`src/rtl/manchester_bit_seq.sv`:
```
// manchester_bit_seq: per-bit-window sequencer for the Manchester IQ integrator.
// Rev 1.0 - slices I, nudges window length from Q, hands bits out over valid/ready.
`default_nettype none

module manchester_bit_seq #(
  parameter int SPB      = 16,
  parameter int MARGIN   = 3,
  parameter int QTOL     = 2,
  parameter int LOCK_CNT = 4
) (
  input  logic       clk,
  input  logic       reset,
  input  logic       start,
  input  logic       samp_en,
  input  logic [4:0] isum,
  input  logic [4:0] qsum,
  output logic       conv_enable,
  output logic       conv_reset,
  output logic       bit_out,
  output logic       bit_erase,
  output logic       bit_valid,
  input  logic       bit_ready,
  output logic       locked,
  output logic       overrun,
  output logic [4:0] win_len
);

  localparam int GW = $clog2(LOCK_CNT + 1);

  typedef enum logic [1:0] {
    IDLE   = 2'd0,
    CLEAR  = 2'd1,
    INTEG  = 2'd2,
    DECIDE = 2'd3
  } state_t;

  state_t          state, state_nxt;
  logic [4:0]      r_cnt;
  logic [4:0]      r_ci;
  logic [4:0]      r_cq;
  logic [4:0]      r_win_len;
  logic [GW-1:0]   r_good;
  logic            r_bit;
  logic            r_erase;
  logic            r_valid;
  logic            r_locked;
  logic            r_overrun;

  logic            w_last;
  logic [6:0]      w_h;
  logic [6:0]      w_ci;
  logic [6:0]      w_cq;
  logic            w_is_zero;
  logic            w_is_one;
  logic            w_erase;
  logic            w_q_early;
  logic            w_q_late;
  logic            w_load;

  assign w_last = samp_en && ((r_cnt + 5'd1) == r_win_len);

  // Thresholds compared in 7 bits with margins moved to the sum side, so no underflow.
  assign w_h       = {3'd0, r_win_len[4:1]};
  assign w_ci      = {2'd0, r_ci};
  assign w_cq      = {2'd0, r_cq};
  assign w_is_zero = (w_ci + 7'(MARGIN)) <= w_h;
  assign w_is_one  = w_ci >= (w_h + 7'(MARGIN));
  assign w_erase   = !(w_is_zero || w_is_one);
  assign w_q_early = (w_cq + 7'(QTOL)) < w_h;
  assign w_q_late  = w_cq > (w_h + 7'(QTOL));
  assign w_load    = !r_valid || bit_ready;

  always_comb begin
    state_nxt   = state;
    conv_enable = 1'b0;
    conv_reset  = 1'b0;
    case (state)
      IDLE: begin
        conv_reset = 1'b1;
        if (start) state_nxt = CLEAR;
      end
      CLEAR: begin
        conv_reset = 1'b1;
        state_nxt  = INTEG;
      end
      INTEG: begin
        conv_enable = samp_en;
        if (w_last) state_nxt = DECIDE;
      end
      DECIDE: begin
        state_nxt = start ? CLEAR : IDLE;
      end
      default: state_nxt = IDLE;
    endcase
  end

  always_ff @(posedge clk) begin
    if (reset) begin
      state     <= IDLE;
      r_cnt     <= 5'd0;
      r_ci      <= 5'd0;
      r_cq      <= 5'd0;
      r_win_len <= 5'(SPB);
      r_good    <= '0;
      r_bit     <= 1'b0;
      r_erase   <= 1'b0;
      r_valid   <= 1'b0;
      r_locked  <= 1'b0;
      r_overrun <= 1'b0;
    end else begin
      state <= state_nxt;

      if (state == CLEAR) begin
        r_cnt <= 5'd0;
      end else if (state == INTEG && samp_en) begin
        r_cnt <= r_cnt + 5'd1;
        if (w_last) begin
          r_ci <= isum;
          r_cq <= qsum;
        end
      end

      if (state == DECIDE) begin
        // Non-cumulative adjust: always relative to the nominal length.
        if (w_q_early)     r_win_len <= 5'(SPB + 1);
        else if (w_q_late) r_win_len <= 5'(SPB - 1);
        else               r_win_len <= 5'(SPB);

        if (w_erase) begin
          r_good   <= '0;
          r_locked <= 1'b0;
        end else begin
          if (r_good != GW'(LOCK_CNT)) r_good <= r_good + 1'b1;
          if (r_good >= GW'(LOCK_CNT - 1)) r_locked <= 1'b1;
        end

        if (w_load) begin
          r_bit   <= w_is_one;
          r_erase <= w_erase;
          r_valid <= 1'b1;
        end else begin
          r_overrun <= 1'b1;
        end
      end else if (r_valid && bit_ready) begin
        r_valid <= 1'b0;
      end
    end
  end

  assign bit_out   = r_bit;
  assign bit_erase = r_erase;
  assign bit_valid = r_valid;
  assign locked    = r_locked;
  assign overrun   = r_overrun;
  assign win_len   = r_win_len;

endmodule

`default_nettype wire

```
`config.mk`:
```
export PLATFORM = sky130hd
export DESIGN_NAME = manchester_bit_seq
export DESIGN_NICKNAME = d
export VERILOG_FILES = /design/src/rtl/manchester_bit_seq.sv
export SDC_FILE = /design/constraint.sdc
export NUM_CORES = 1
export LEC_CHECK = 0
export BUFFER_PORTS_ARGS = -buffer_cell sky130_fd_sc_hd__buf_4
export CAP_MARGIN = 10
export CORE_MARGIN = 2
export CORE_UTILIZATION = 50
export CTS_BUF_LIST = sky130_fd_sc_hd__clkbuf_2 sky130_fd_sc_hd__clkbuf_4 sky130_fd_sc_hd__clkbuf_8
export CTS_CLUSTER_SIZE = 25
export DETAILED_ROUTE_END_ITERATION = 10
export PLACE_DENSITY = 0.71
export SYNTH_ARGS = -nofsm -noshare
export SYNTH_HDL_FRONTEND = slang
export SYNTH_SLANG_ARGS = --single-unit
```
`constraint.sdc`:
```
create_clock -name clk -period 2.2 [get_ports clk]
set_input_delay 0.11 -clock clk [delete_from_list [all_inputs] [get_ports clk]]
set_output_delay 0.11 -clock clk [all_outputs]
set_load 0.03 [all_outputs]
```
* Yosys cells after proc, flatten, opt, wreduce, memory -nomap -nowiden *
Index checks and enable logic that the tools add are counted.

cells by class
  add/sub/neg operators = 6
  order comparisons = 5
  eq/ne operators = 10
  multiplexer cells = 15
  bitwise gates (word level) = 2
  reduce and logical (&&, ||, !) cells = 18

operators with widths
  cell                   number
  $add A5 B2 Y6 const B  2
  $reduce_and A2 Y1      6
  $add A4 B2 Y5 const B  2
  $mux W5                2
  $mux W1                8
  $pmux W2 S4            1
  $le A6 B4 Y1           1
  $lt A6 B4 Y1           1
  $mux W3                2
  $ne A2 B2 Y1 const B   3
  $add A5 B1 Y5 const B  1
  $eq A5 B5 Y1           1
  $ge A5 B5 Y1           1
  $gt A5 B5 Y1           1
  $eq A2 B2 Y1 const B   2
  $mux W2                2
  $ne A2 B1 Y1 const B   2
  $reduce_or A2 Y1       2
  $add A3 B1 Y3 const B  1
  $ge A3 B2 Y1 const B   1
  $logic_and A1 B1 Y1    3
  $ne A3 B3 Y1 const B   1
  $reduce_and A3 Y1      1
  $eq A2 B1 Y1 const B   1
  5 further kinds        8

storage, ports and cells
  register bits after elaboration = 30
  output and inout bits = 12
  logic and storage cells = 67

* Logic depth before layout (Yosys ltp) *
  depth after elaboration = 5
  mapped depth = 9
  gate-level depth less buffers = 9

* Worst setup path before layout *
OpenSTA, ideal clock, no wires.

  path type = reg2reg
  start point = reg r_win_len[3] (netlist: win_len[3])
  end point = reg r_good[2]
  library setup time = 0.132 ns
  arrival time = 2.082 ns
  data required time = 2.068 ns
  path slack = -0.014 ns
  cell stages (with the launch flop) = 8
  clock period less this slack = 2.214 ns
  cell sequence = dfxtp_1 inv_1 ha_1 nor3b_1 o21ai_1 a211oi_1 a211o_1 a21oi_1

between the ends
  word-level cells in the longest chain between the ends = 5
  elaborated cells between the ends (all ways) = 7
  classes of those cells = add/sub: 1; order compare: 2; eq/ne: 1; mux: 1; reduce/logical: 2

ends and longest elaborated chain
  item                         line  text
  start, declared              41    logic [4:0] r_win_len;
  start signal, assigned       103   r_win_len <= 5'(SPB);
  start signal, assigned       125   if (w_q_early) r_win_len <= 5'(SPB + 1);
  start signal, assigned       126   else if (w_q_late) r_win_len <= 5'(SPB - 1);
  $add A4 B2 Y5                67    assign w_is_one = w_ci >= (w_h + 7'(MARGIN));
  $ge A5 B5 Y1                 67
  $logic_or A1 B1 Y1 *         68    assign w_erase = !(w_is_zero || w_is_one);
  $ne A2 B1 Y1 (no line)       --
  $reduce_and A2 Y1 (no line)  --
  end signal, assigned         133   if (r_good != GW'(LOCK_CNT)) r_good <= r_good + 1'b1;
  end, declared                42    logic [GW-1:0] r_good;

Mark *: on every way between the ends. The rest lies on a longest branch, timed or not.
A chain may end at the register's enable or synchronous reset.

* Final worst setup path *
  start point = reg r_cnt[0]
  end point = reg state[0]

between the ends
  word-level cells in the longest chain between the ends = 5

ends and longest elaborated chain
  item                         line  text
  start, declared              38    logic [4:0] r_cnt;
  start signal, assigned       116   r_cnt <= r_cnt + 5'd1;
  $add A5 B1 Y5                60    assign w_last = samp_en && ((r_cnt + 5'd1) == r_win_len);
  $eq A5 B5 Y1                 60
  $logic_and A1 B1 Y1          60
  $ne A2 B2 Y1 (no line)       --
  $reduce_and A2 Y1 (no line)  --
  end signal, assigned         111   state <= state_nxt;
  end, declared                37    state_t state, state_nxt;

No other way between the ends.

==> flow_summary.ini <==
[status]
outcome = completed

[timing]
setup_tns_ns = 0
relSlewSlack_pct = 71.2
rsz0062_at_grt = no
hold_viol = 0
drv_slew = 0
fmax_mhz = 488
fin_skew_ns = 0.0111
worst_pin_slew_ns = 0.432
period_share_pct = 93.1
post-route-min-period_ns = 2.05
setup_violations = 0

[clock_tree]
cts_buffers = 3
h-tree-depth = 1
cts_root_buffer = clkbuf_8
clkSinkCount = 28
cts_tree = yes
cts_resized = 0
insertion_delay_ns = 0.28
path_clk_slew_ns = 0.10
postCtsSetupBuffers = 0
cts_hold_buf = 0
ctsLongestPathBuffers = 2

[floorplan]
rows = 22
die-height_um = 65.3
die_x_um = 65.3
fp.dieArea_sq_mm = 0.00426
core_sq_mm = 0.00363
ios = 27
initial_core_util_pct = 51.7

[route]
via_count = 1604
wl_met1_um = 1960
wl_per_cell_um = 12.6
routed_wl_um = 3710
topRoutingLayerUsed = met4
drt_pass1_iterations = 4
drt_iter0_markers = 61
wl_met2_um = 1610
vias_per_cell = 5.44
wl_met3_um = 98
drtAntennaViolNets = 0
drc_errors = 0

[min_path]
hold_depth = 3
hold_start = isum[1]
hold_class = in -> reg
hold_end = r_ci[1]$_SDFFE_PP0P_

[yosys]
synth_top_area_cell = dfxtp_1
synth_warnings = 0
synth_seq_cells = 28
yosys-top-cells-area = dfxtp_1 (30%), ha_1 (17%), a21oi_1 (5.3%)
syn_nets = 259
netlist_area_sq_mm = 0.00188
synth_cell_types = 45
synthCells = 219
avgSynthCellArea_sq_um = 8.58
seq_area_frac_synth_pct = 29.8
yosys.area.top_type_share_pct = 29.8

[setup_path]
rrSetupSlack_ns = 0.15
rr_endpoint = state[0]$_SDFFE_PP0P_
cp-start-kind = register
cp_slowest_stage_delay_ns = 0.42
worstSetupPathType = reg -> reg
crit_fanout = 11
r2r_cells = 6
endpoint_kind = register
crit_path_top_delay_cell = mux2_2
worstPathArrival_ns = 2.19
crit_chain = ha_1 -> xor2_1 -> or3_1 -> mux2_2 -> o31ai_1 -> a221oi_1
critPathLaunch = r_cnt[0]$_SDFFE_PP0P_
r2r-start = r_cnt[0]$_SDFFE_PP0P_
crit_required_ns = 2.35

[layout]
n_antenna_cell = 0
drive_gt1_share_pct = 21.5
final_area_sq_mm = 0.00220
n_fill_cell = 353
syn2layout_area_growth_pct = 17.1
fin_util_pct = 60.6
nets = 289

[placed_design]
io_buffer_count = 26
globalplace.congestion = 0.751
hpwl_um = 2770
postPlaceCellArea_sq_mm = 0.00215

[grt]
grt_pass1_vias = 1457
grt_antenna_before_repair = 0
grt_usage_pct = 19.0
overflow = 0
grt_max_degree = 33
grt_pass1_wl_um = 6410

[pwr]
p_per_area_mw_per_mm2 = 598
peakVddDrop_v = 0.000261
leakage_uw = 0.000921

[job]
max-cap-violations = 0
[critical path, delay by kind of cell (launching register included)]
family	cells	cell delay (ns)
multiplexers	1	0.42
AO/OA/AOI/OAI	2	0.42
flip-flops	1	0.36
AND/OR/NAND/NOR	1	0.33
adder cells (fa/ha/maj)	1	0.25
XOR/XNOR	1	0.15
[layout make-up]
class	instances	area (sq um)	area share [%]
Tap cell	48	60.1	2.73
Clock buffer	3	41.3	1.88
Sequential cell	28	564	25.6
Multi-Input combinational cell	165	1210	55.1
Inverter	16	60.1	2.73
Timing Repair Buffer	35	263	11.9
[power breakdown]
group / total (uW) / internal [uW] / switching, uW
clock network: 281 / 123 / 158
registers: 584 / 543 / 40.3
logic: 452 / 188 / 264
total: 1320 / 855 / 462
[through the flow]
stage	setup slack (ns)	cells	hold WS (ns)	total power, uW
floorplan	0.143	219	0.262	904
global placement	0.142	292	0.382	1050
detailed placement	0.150	292	0.383	1050
CTS	0.127	295	0.0803	1330
global route	0.0450	295	0.0820	1400
finish	0.151	295	0.0827	1320
[flip-flops by register name, summed over array words and instances, names as in the netlist, 2 cells and up]
register	cells
r_cnt	5
win_len	3
r_good	3
state	2
r_ci	5
r_cq	5
[cells in the mapped netlist (all sizes together)]
master and n:
o21ai 14, o22ai 1, or3 2, nand4b 1, ha 25, nand3b 1
nand2b 6, o31ai 2, a21boi 1, o21bai 1, a211oi 3, or4 1
nor2 12, buf 5, or2 2, nand3 15, nor4 2, a41oi 1
mux2 1, nor3b 1, o21a 3, nand4 2, inv 16, a21oi 20
dfxtp 28, nand2 6, o31a 1, nor2b 5, and3 1, clkbuf 5
a211o 3, mux2i 3, nor3 10, xnor2 5, a221oi 1, a31oi 2
xor2 7, o211ai 3, a31o 1
[cells in the final DEF, fill, tap and decap left out, types with 2 or more instances in the layout]
cell type	instances
buf_4	35
dfxtp_1	27
ha_1	25
a21oi_1	19
inv_1	16
nand3_1	15
nor2_1	12
nor3_1	10
o21ai_2	10
xor2_1	7
nand2_1	6
nand2b_1	6
xnor2_1	5
nor2b_1	5
o21ai_0	3
o211ai_1	3
a211oi_1	3
a211o_1	3
mux2i_1	3
o21a_1	3
clkbuf_8	3
or3_1	2
nand4_1	2
o31ai_1	2
a31oi_1	2
[cell families (layout without fill, tap and decap cells)]
kind of cell             after synthesis  count (layout)  synth area share [%]
AO/OA/AOI/OAI                         57              57                  20.5
buffers and inverters                 26              54                  5.86
XOR/XNOR                              12              12                  5.59
adder cells (fa/ha/maj)               25              25                  16.6
multiplexers                           4               4                  2.20
flip-flops                            28              28                  29.8
AND/OR/NAND/NOR                       67              67                  19.4
[routing by layer]
metal	track usage (%)	vias up
li1	-	839
met1	26.6	737
met2	30.4	24
met3	2.57	4
met4	5.47	0
met5	0	-
[how the worst max path moves through the flow]
stage	end	slack, ns	cells past startpoint
4_1_cts	win_len[3]$_SDFFE_PP0P_	0.13	7
2_1_floorplan	r_good[2]$_SDFFE_PP0P_	0.14	8
3_3_place_gp	win_len[3]$_SDFFE_PP0P_	0.14	7
5_1_grt	r_good[0]$_SDFFE_PP0P_	0.05	9
6_report	state[0]$_SDFFE_PP0P_	0.15	6
3_5_place_dp	win_len[3]$_SDFFE_PP0P_	0.15	7
Power figures use the tool's default switching activity.
